<file path="src/rtl/batch_1_mul_share_pkg.sv">
// Shared widths and defaults for the batch_1 shared-multiplier block.
// Lane modules and the arbiter take their defaults from here.
package batch_1_mul_share_pkg;

   localparam int DEF_NUM_REQ    = 4;
   localparam int DEF_A_WIDTH    = 26;
   localparam int DEF_B_WIDTH    = 9;
   localparam int DEF_P_WIDTH    = DEF_A_WIDTH + DEF_B_WIDTH;
   localparam int DEF_ID_WIDTH   = 2;
   localparam int DEF_MUL_STAGES = 2;

endpackage

</file>
<file path="src/rtl/batch_1_mul_share_pipe.sv">
// Stallable signed(A) x unsigned(B) multiplier, MUL_STAGES deep, carrying valid and id.
// All stages shift together when en=1 and hold otherwise; bubbles are never squeezed out.
module batch_1_mul_share_pipe
   import batch_1_mul_share_pkg::*;
#(
   parameter int A_WIDTH    = DEF_A_WIDTH,
   parameter int B_WIDTH    = DEF_B_WIDTH,
   parameter int P_WIDTH    = DEF_P_WIDTH,
   parameter int ID_WIDTH   = DEF_ID_WIDTH,
   parameter int MUL_STAGES = DEF_MUL_STAGES
) (
   input  logic                clk,
   input  logic                rst,
   input  logic                en,
   input  logic                in_valid,
   input  logic [ID_WIDTH-1:0] in_id,
   input  logic [A_WIDTH-1:0]  a,
   input  logic [B_WIDTH-1:0]  b,
   output logic                out_valid,
   output logic [ID_WIDTH-1:0] out_id,
   output logic [P_WIDTH-1:0]  p,
   output logic                any_valid
);

   logic signed [P_WIDTH-1:0] w_a_ext;
   logic signed [P_WIDTH-1:0] w_b_ext;
   logic signed [P_WIDTH-1:0] w_prod;

   logic                r_valid [MUL_STAGES];
   logic [ID_WIDTH-1:0] r_id    [MUL_STAGES];
   logic [P_WIDTH-1:0]  r_p     [MUL_STAGES];

   // B gets a zero sign bit so it multiplies as a non-negative value; the
   // product fits P_WIDTH exactly. Retiming spreads the array over the stages.
   assign w_a_ext = P_WIDTH'($signed(a));
   assign w_b_ext = P_WIDTH'({1'b0, b});
   assign w_prod  = w_a_ext * w_b_ext;

   always_ff @(posedge clk) begin
      if (rst) begin
         // NOTE: data stages are reset along with valids so the result port
         // reads zero after reset, not just invalid.
         for (int s = 0; s < MUL_STAGES; s++) begin
            r_valid[s] <= 1'b0;
            r_id[s]    <= '0;
            r_p[s]     <= '0;
         end
      end else if (en) begin
         r_valid[0] <= in_valid;
         r_id[0]    <= in_id;
         r_p[0]     <= w_prod;
         for (int s = 1; s < MUL_STAGES; s++) begin
            r_valid[s] <= r_valid[s-1];
            r_id[s]    <= r_id[s-1];
            r_p[s]     <= r_p[s-1];
         end
      end
   end

   always_comb begin
      any_valid = 1'b0;
      for (int s = 0; s < MUL_STAGES; s++) begin
         any_valid = any_valid | r_valid[s];
      end
   end

   assign out_valid = r_valid[MUL_STAGES-1];
   assign out_id    = r_id[MUL_STAGES-1];
   assign p         = r_p[MUL_STAGES-1];

endmodule

</file>
<file path="src/rtl/batch_1_mul_share_arb.sv">
// Round-robin arbiter sharing one pipelined multiplier among NUM_REQ requesters.
// Results return on a single id-tagged valid/ready channel in acceptance order.
module batch_1_mul_share_arb
   import batch_1_mul_share_pkg::*;
#(
   parameter int NUM_REQ    = DEF_NUM_REQ,
   parameter int A_WIDTH    = DEF_A_WIDTH,
   parameter int B_WIDTH    = DEF_B_WIDTH,
   parameter int P_WIDTH    = DEF_P_WIDTH,
   parameter int MUL_STAGES = DEF_MUL_STAGES,
   parameter int ID_WIDTH   = DEF_ID_WIDTH
) (
   input  logic                       ap_clk,
   input  logic                       ap_rst,
   input  logic [NUM_REQ-1:0]         req_valid,
   output logic [NUM_REQ-1:0]         req_ready,
   input  logic [NUM_REQ*A_WIDTH-1:0] req_a,
   input  logic [NUM_REQ*B_WIDTH-1:0] req_b,
   output logic                       resp_valid,
   input  logic                       resp_ready,
   output logic [P_WIDTH-1:0]         resp_p,
   output logic [ID_WIDTH-1:0]        resp_id,
   output logic                       busy
);

   localparam int IDX_W = ID_WIDTH + 1;

   logic [ID_WIDTH-1:0] r_rr_ptr;
   logic                w_advance;
   logic                w_found;
   logic                w_xfer;
   logic [ID_WIDTH-1:0] w_grant;
   logic [IDX_W-1:0]    w_idx;
   logic [A_WIDTH-1:0]  w_a;
   logic [B_WIDTH-1:0]  w_b;

   assign w_advance = !resp_valid || resp_ready;

   // Search upward from r_rr_ptr with wrap; the extra index bit keeps the
   // wrap subtraction correct when NUM_REQ is not a power of two.
   always_comb begin
      // NOTE: every output of this block is defaulted first so no path
      // through the loop can leave a latch behind.
      w_found = 1'b0;
      w_grant = '0;
      w_idx   = '0;
      for (int off = 0; off < NUM_REQ; off++) begin
         w_idx = {1'b0, r_rr_ptr} + IDX_W'(off);
         if (w_idx >= IDX_W'(NUM_REQ)) begin
            w_idx = w_idx - IDX_W'(NUM_REQ);
         end
         if (!w_found && req_valid[w_idx[ID_WIDTH-1:0]]) begin
            w_found = 1'b1;
            w_grant = w_idx[ID_WIDTH-1:0];
         end
      end
   end

   assign w_xfer = w_found && w_advance && !ap_rst;

   always_comb begin
      req_ready = '0;
      if (w_xfer) begin
         req_ready[w_grant] = 1'b1;
      end
   end

   assign w_a = req_a[int'(w_grant)*A_WIDTH +: A_WIDTH];
   assign w_b = req_b[int'(w_grant)*B_WIDTH +: B_WIDTH];

   always_ff @(posedge ap_clk) begin
      if (ap_rst) begin
         r_rr_ptr <= '0;
      end else if (w_xfer) begin
         r_rr_ptr <= (w_grant == ID_WIDTH'(NUM_REQ-1)) ? '0 : w_grant + 1'b1;
      end
   end

   batch_1_mul_share_pipe #(
      .A_WIDTH    (A_WIDTH),
      .B_WIDTH    (B_WIDTH),
      .P_WIDTH    (P_WIDTH),
      .ID_WIDTH   (ID_WIDTH),
      .MUL_STAGES (MUL_STAGES)
   ) u_pipe (
      .clk       (ap_clk),
      .rst       (ap_rst),
      .en        (w_advance),
      .in_valid  (w_xfer),
      .in_id     (w_grant),
      .a         (w_a),
      .b         (w_b),
      .out_valid (resp_valid),
      .out_id    (resp_id),
      .p         (resp_p),
      .any_valid (busy)
   );

endmodule

</file>
<file path="config.mk">
export PLATFORM = sky130hd
export DESIGN_NAME = batch_1_mul_share_arb
export DESIGN_NICKNAME = d
export VERILOG_FILES = /design/src/rtl/batch_1_mul_share_pkg.sv /design/src/rtl/batch_1_mul_share_pipe.sv /design/src/rtl/batch_1_mul_share_arb.sv
export SDC_FILE = /design/constraint.sdc
export NUM_CORES = 1
export LEC_CHECK = 0
export ABC_AREA = 1
export BUFFER_PORTS_ARGS = -buffer_cell sky130_fd_sc_hd__buf_2
export CORE_MARGIN = 2
export CORE_UTILIZATION = 55
export CTS_BUF_LIST = sky130_fd_sc_hd__clkbuf_16
export CTS_CLUSTER_SIZE = 16
export DETAILED_ROUTE_END_ITERATION = 10
export PLACE_DENSITY = 0.86
export RECOVER_POWER = 100
export SLEW_MARGIN = 30
export SYNTH_ARGS = -nofsm -noshare
export SYNTH_HDL_FRONTEND = slang
export SYNTH_HIERARCHICAL = 1
export SYNTH_SLANG_ARGS = --single-unit
</file>
<file path="constraint.sdc">
create_clock -name ap_clk -period 8.7 [get_ports ap_clk]
set_input_delay 1.74 -clock ap_clk [delete_from_list [all_inputs] [get_ports ap_clk]]
set_output_delay 1.74 -clock ap_clk [all_outputs]
set_load 0.03 [all_outputs]
</file>
Word-level counts from Yosys, hierarchy flattened
Memories as Yosys holds them, arrays and structs flattened.
Index checks and enable logic that the tools add are counted.

word-level totals
  register bits after elaboration = 2
  bits in writable memories = 76
  input port bits = 147
  memories kept = 3

cells by class
  add/subtract/negate cells = 8
  multiply operators = 3
  magnitude comparators = 10
  equality and inequality tests = 1
  shift operators = 2
  muxes and demuxes = 35
  bitwise gates (word level) = 7
  reductions and logical operators = 12

memory list
  memory          depth  bits a word  read ports  clocked after memory_dff  write ports  RTL line                      source
  u_pipe.r_p      2      35           2           0                         2            batch_1_mul_share_pipe.sv:31  logic [P_WIDTH-1:0] r_p [MUL_STAGES];
  u_pipe.r_id     2      2            2           0                         2            batch_1_mul_share_pipe.sv:30  logic [ID_WIDTH-1:0] r_id [MUL_STAGES];
  u_pipe.r_valid  2      1            2           0                         2            batch_1_mul_share_pipe.sv:29  logic r_valid [MUL_STAGES];

operators by type and width
  kind                                                        count
  indexed part select 104 x 8 -> 26 bit                       1
  2-to-1 mux 35 bit                                           2
  indexed part select 36 x 7 -> 9 bit                         1
  multiplier 26 x 10 -> 35 bit                                1
  2-to-1 mux 2 bit                                            11
  2-to-1 mux 1 bit                                            16
  less-than comparator 2 x 3 -> 1 bit, second input constant  5
  multiplier 2 x 4 -> 6 bit, second input constant            2
  >= comparator 3 bit, second input constant                  3
  binary-select mux 1 bit (select 2 bit)                      4
  subtractor 2 x 1 -> 2 bit, second input constant            4
  OR 1 bit                                                    7
  adder 2 x 2 -> 3 bit, second input constant                 2
  logical AND 1 bit                                           6
  zero test 1 bit                                             5
  2-to-1 mux 4 bit                                            1
  adder 2 x 1 -> 3 bit, second input constant                 1
  >= comparator 2 x 3 -> 1 bit, second input constant         1
  adder 2 x 1 -> 2 bit, second input constant                 1
  demux 1 bit (select 2 bit)                                  1
  == test 2 bit, second input constant                        1
  >= comparator 2 x 1 -> 1 bit, second input constant         1
  logical OR 1 bit                                            1

Longest topological paths before layout
  depth after elaboration = 19
  gate-level depth with buffers = 40
  depth with buffers taken out = 36

Hierarchy
The synthesis kept the hierarchy.

modules (own cells, without submodules)
  module                  instances  cells an instance  area an instance (µm²)  sequential area each (µm²)
  batch_1_mul_share_pipe  1          1624               12341.8                 2282.2
  batch_1_mul_share_arb   1          460                2024.4                  40.0

Worst setup path before layout
Ideal clock, no wire load.

  kind = input -> register
  start point = input req_valid[3]
  end point = memory u_pipe/r_p[0][21] in the netlist's numbering (data pin)
  setup time = 250 ps
  arrival = 7261 ps
  setup slack = 1189 ps
  cell stages on the path = 38
  path buffers = 4
  cell sequence = inv_1 nand2_1 nand3_1 nand2_2 nor2_4 nand3_1 nand2_2 nand2_2 buf_6 buf_6 nand2_1 nand3_1 nand2_1 clkbuf_1 clkbuf_1 nand2_1 fa_1 inv_1 [... 2 more ...] fa_1 inv_1 fa_1 inv_1 fa_1 inv_1 ha_1 nand2_2 nor2_2 nand2_1 nand2_1 nand2_1 nand2_2 nand2_2 nand2_1 nand2_1 inv_1 nor2_1

RTL lines
  what             RTL line                      source
  start, declared  batch_1_mul_share_arb.sv:15   input logic [NUM_REQ-1:0] req_valid,
  end, declared    batch_1_mul_share_pipe.sv:31

==> results.toml <==
[status]
status = "finished, violations left"
violations = "max-capacitance violations, max-slew violations"

[grt]
grt_pass1_wl_um = 62100
grt_usage_pct = 27.7
antenna_found_initial = 0
grt_max_degree = 77
gr-total-overflow = 0
grt_pass1_vias = 13200

[setup_path]
rr_startpoint = "r_rr_ptr[0]"
crit_slowest_cell = "nand2_1"
worst-setup-path-type = "in -> reg"
crit_path_end_kind = "flop"
required_ns = 8.82
startpoint_type = "primary input"
r2r_slack_ns = 1.34
crit_fanout = 36
slowest_delay_ns = 0.68
rr_endpoint = "u_pipe/r_p[0][22]"
r2r_cells = 30
cp_common_cell = "nand2_1"
crit_arrival_ns = 8.27

[timing]
finClkSkew_ns = 0.00878
period_share_pct = 93.7
clock.fmax_mhz = 123
finalMaxSlewViolations = 131
finalSetupViolCount = 0
tns_ns = 0
hold_viol = 0
slew_headroom_pct = -173
worst_slew_pin_slew_ns = 4.10
rsz0062_at_grt = "no"
layout_min_cycle_time_ns = 8.15

[synthesis]
synthCells = 2084
ys_ff_latch = 78
synth_top_cell_area_share_pct = 26.3
yosysWarnings = 6
ys_seq_area_share_pct = 16.2
synth_area_leader_cell = "fa_1"
synthesis.area_um2 = 14400
ys_async_sr_fraction_pct = 0
synthFlopType = "edfxtp_1"
avgSynthCellArea_um2 = 6.89
synth_edf_count = 76
syn_nets = 2495
yosysUniqueCellTypes = 34
synth_area_leaders = "fa_1 26%, nand2_1 18%, edfxtp_1 16%"

[placement]
place.gp.congestion = 0.936
dp_hpwl_um = 29600
port_buffers = 189

[floorplanning]
rows = 59
chipHeight_um = 166
fp.dieW_um = 166
dieArea_um2 = 27400
core_area_um2 = 25800
initial_core_util_pct = 55.6
io_pins = 190

[layout]
syn2layout_area_growth_pct = 7.01
drive_above_1_share_pct = 9.83
layout.cells.most_common_list = "680 x nand2_1, 546 x inv_1, 189 x fa_1"
num_antenna_cells = 0
fin_nets = 2584
fillers = 2373
mostFrequentLayoutCell = "nand2_1"

[clock_network]
cts_root_buffer = "clkbuf_16"
cts_buffer_depth = 2
clk_pin_slew_ns = 0.06
cts_hold_buf = 0
cts_resized = 0
worstSkewPairLatency_ns = 0.34
h-tree-depth = 3
cts_buffers = 9
cts_num_sinks = 78
cts_tree = "built"
postCtsSetupBuffers = 0

[flow_run]
max_cap_violations = 2

[route]
drtIter0Drc = 1246
wl_per_cell_um = 14.6
via_per_inst = 5.14
wl_um = 36800
num_vias = 12900
drc_errors = 0
drtPass1Iterations = 6
drtAntennaViolNets = 0

[hold_path]
min-delay-start = "u_pipe/r_p[0][15]"
min_delay_path_depth = 2
whs_endpoint = "u_pipe/r_p[0][50]"
hold_class = "reg -> reg"
==> metrics by stage <==
stage          setup WS, ns  area (um^2)  instances  hold slack [ns]  utilization [%]
2_1_floorplan          1.19        14400       2084            0.501                -
3_3_place_gp          0.570        15200       2497            0.523             58.8
3_5_place_dp          0.433        15200       2497            0.534             58.8
4_1_cts               0.786        15500       2513            0.539             60.0
5_1_grt               0.143        15400       2513            0.573             59.5
6_report              0.550        15400       2513            0.537             59.5
==> routing by layer <==
metal  vias to the layer above  track usage, %  part of all wire, %
met5                         -               0                    0
met1                      6053            34.4                   40
met3                       120            4.66                  7.6
li1                       6177               -                    -
met4                         0            10.9                  3.6
met2                       559            48.2                   49
==> state kept, by name (all words and copies together) (netlist names) <==
register / count
u_pipe/r_valid: 2
u_pipe/r_id: 4
r_rr_ptr: 2
u_pipe/r_p: 70
==> how the worst max path moves through the flow <==
stage | from | endpoint | slack, ns | cells after the start
after CTS | req_valid[3] | u_pipe/r_p[0][22] | 0.79 | 32
final | req_valid[3] | u_pipe/r_p[0][22] | 0.55 | 31
after floorplan | req_valid[3] | u_pipe/r_p[0][21] | 1.19 | 38
after detailed placement | req_valid[3] | u_pipe/r_p[0][22] | 0.43 | 32
after global routing | req_valid[3] | u_pipe/r_p[0][22] | 0.14 | 31
after global placement | req_valid[3] | u_pipe/r_p[0][33] | 0.57 | 29
==> area by class of cell <==
type | instances | area, um^2 | area share, %
clock inverter | 7 | 73.8 | 0.480
clock buffer | 9 | 225 | 1.46
sequential | 78 | 2320 | 15.1
tap | 335 | 419 | 2.73
multi-input combinational | 1324 | 9210 | 59.9
inverter | 555 | 2080 | 13.6
timing repair buffer | 205 | 1040 | 6.76
==> worst max-delay path, delay by kind of cell <==
family / cells / cell delay, ns
compound gates: 1 / 0.29
fa+ha+maj: 6 / 2.52
buf+inv: 8 / 1.17
simple gates: 16 / 2.52
==> synth_stat cells, types with 7 or more instances <==
cell / count
buf_4: 39
buf_2: 14
edfxtp_1: 76
nand2_1: 671
a21oi_1: 48
inv_2: 12
nand2_2: 23
o21bai_1: 7
buf_6: 8
inv_1: 543
nor2_1: 99
clkbuf_1: 64
o21a_1: 7
fa_1: 189
nand4_1: 7
nor2_2: 8
ha_1: 75
nand3_1: 146
==> cell families after synthesis <==
family          Yosys count  synth area share, %
simple gates            983                 28.5
buf+inv                 682                 19.4
fa+ha+maj               264                 32.9
flops                    78                 16.2
compound gates           71                 2.74
xor+xnor                  6                0.366
Power is left out: the tool's default activity adds up to more than one toggle a clock period on the data nets, which glitch-free logic cannot reach.
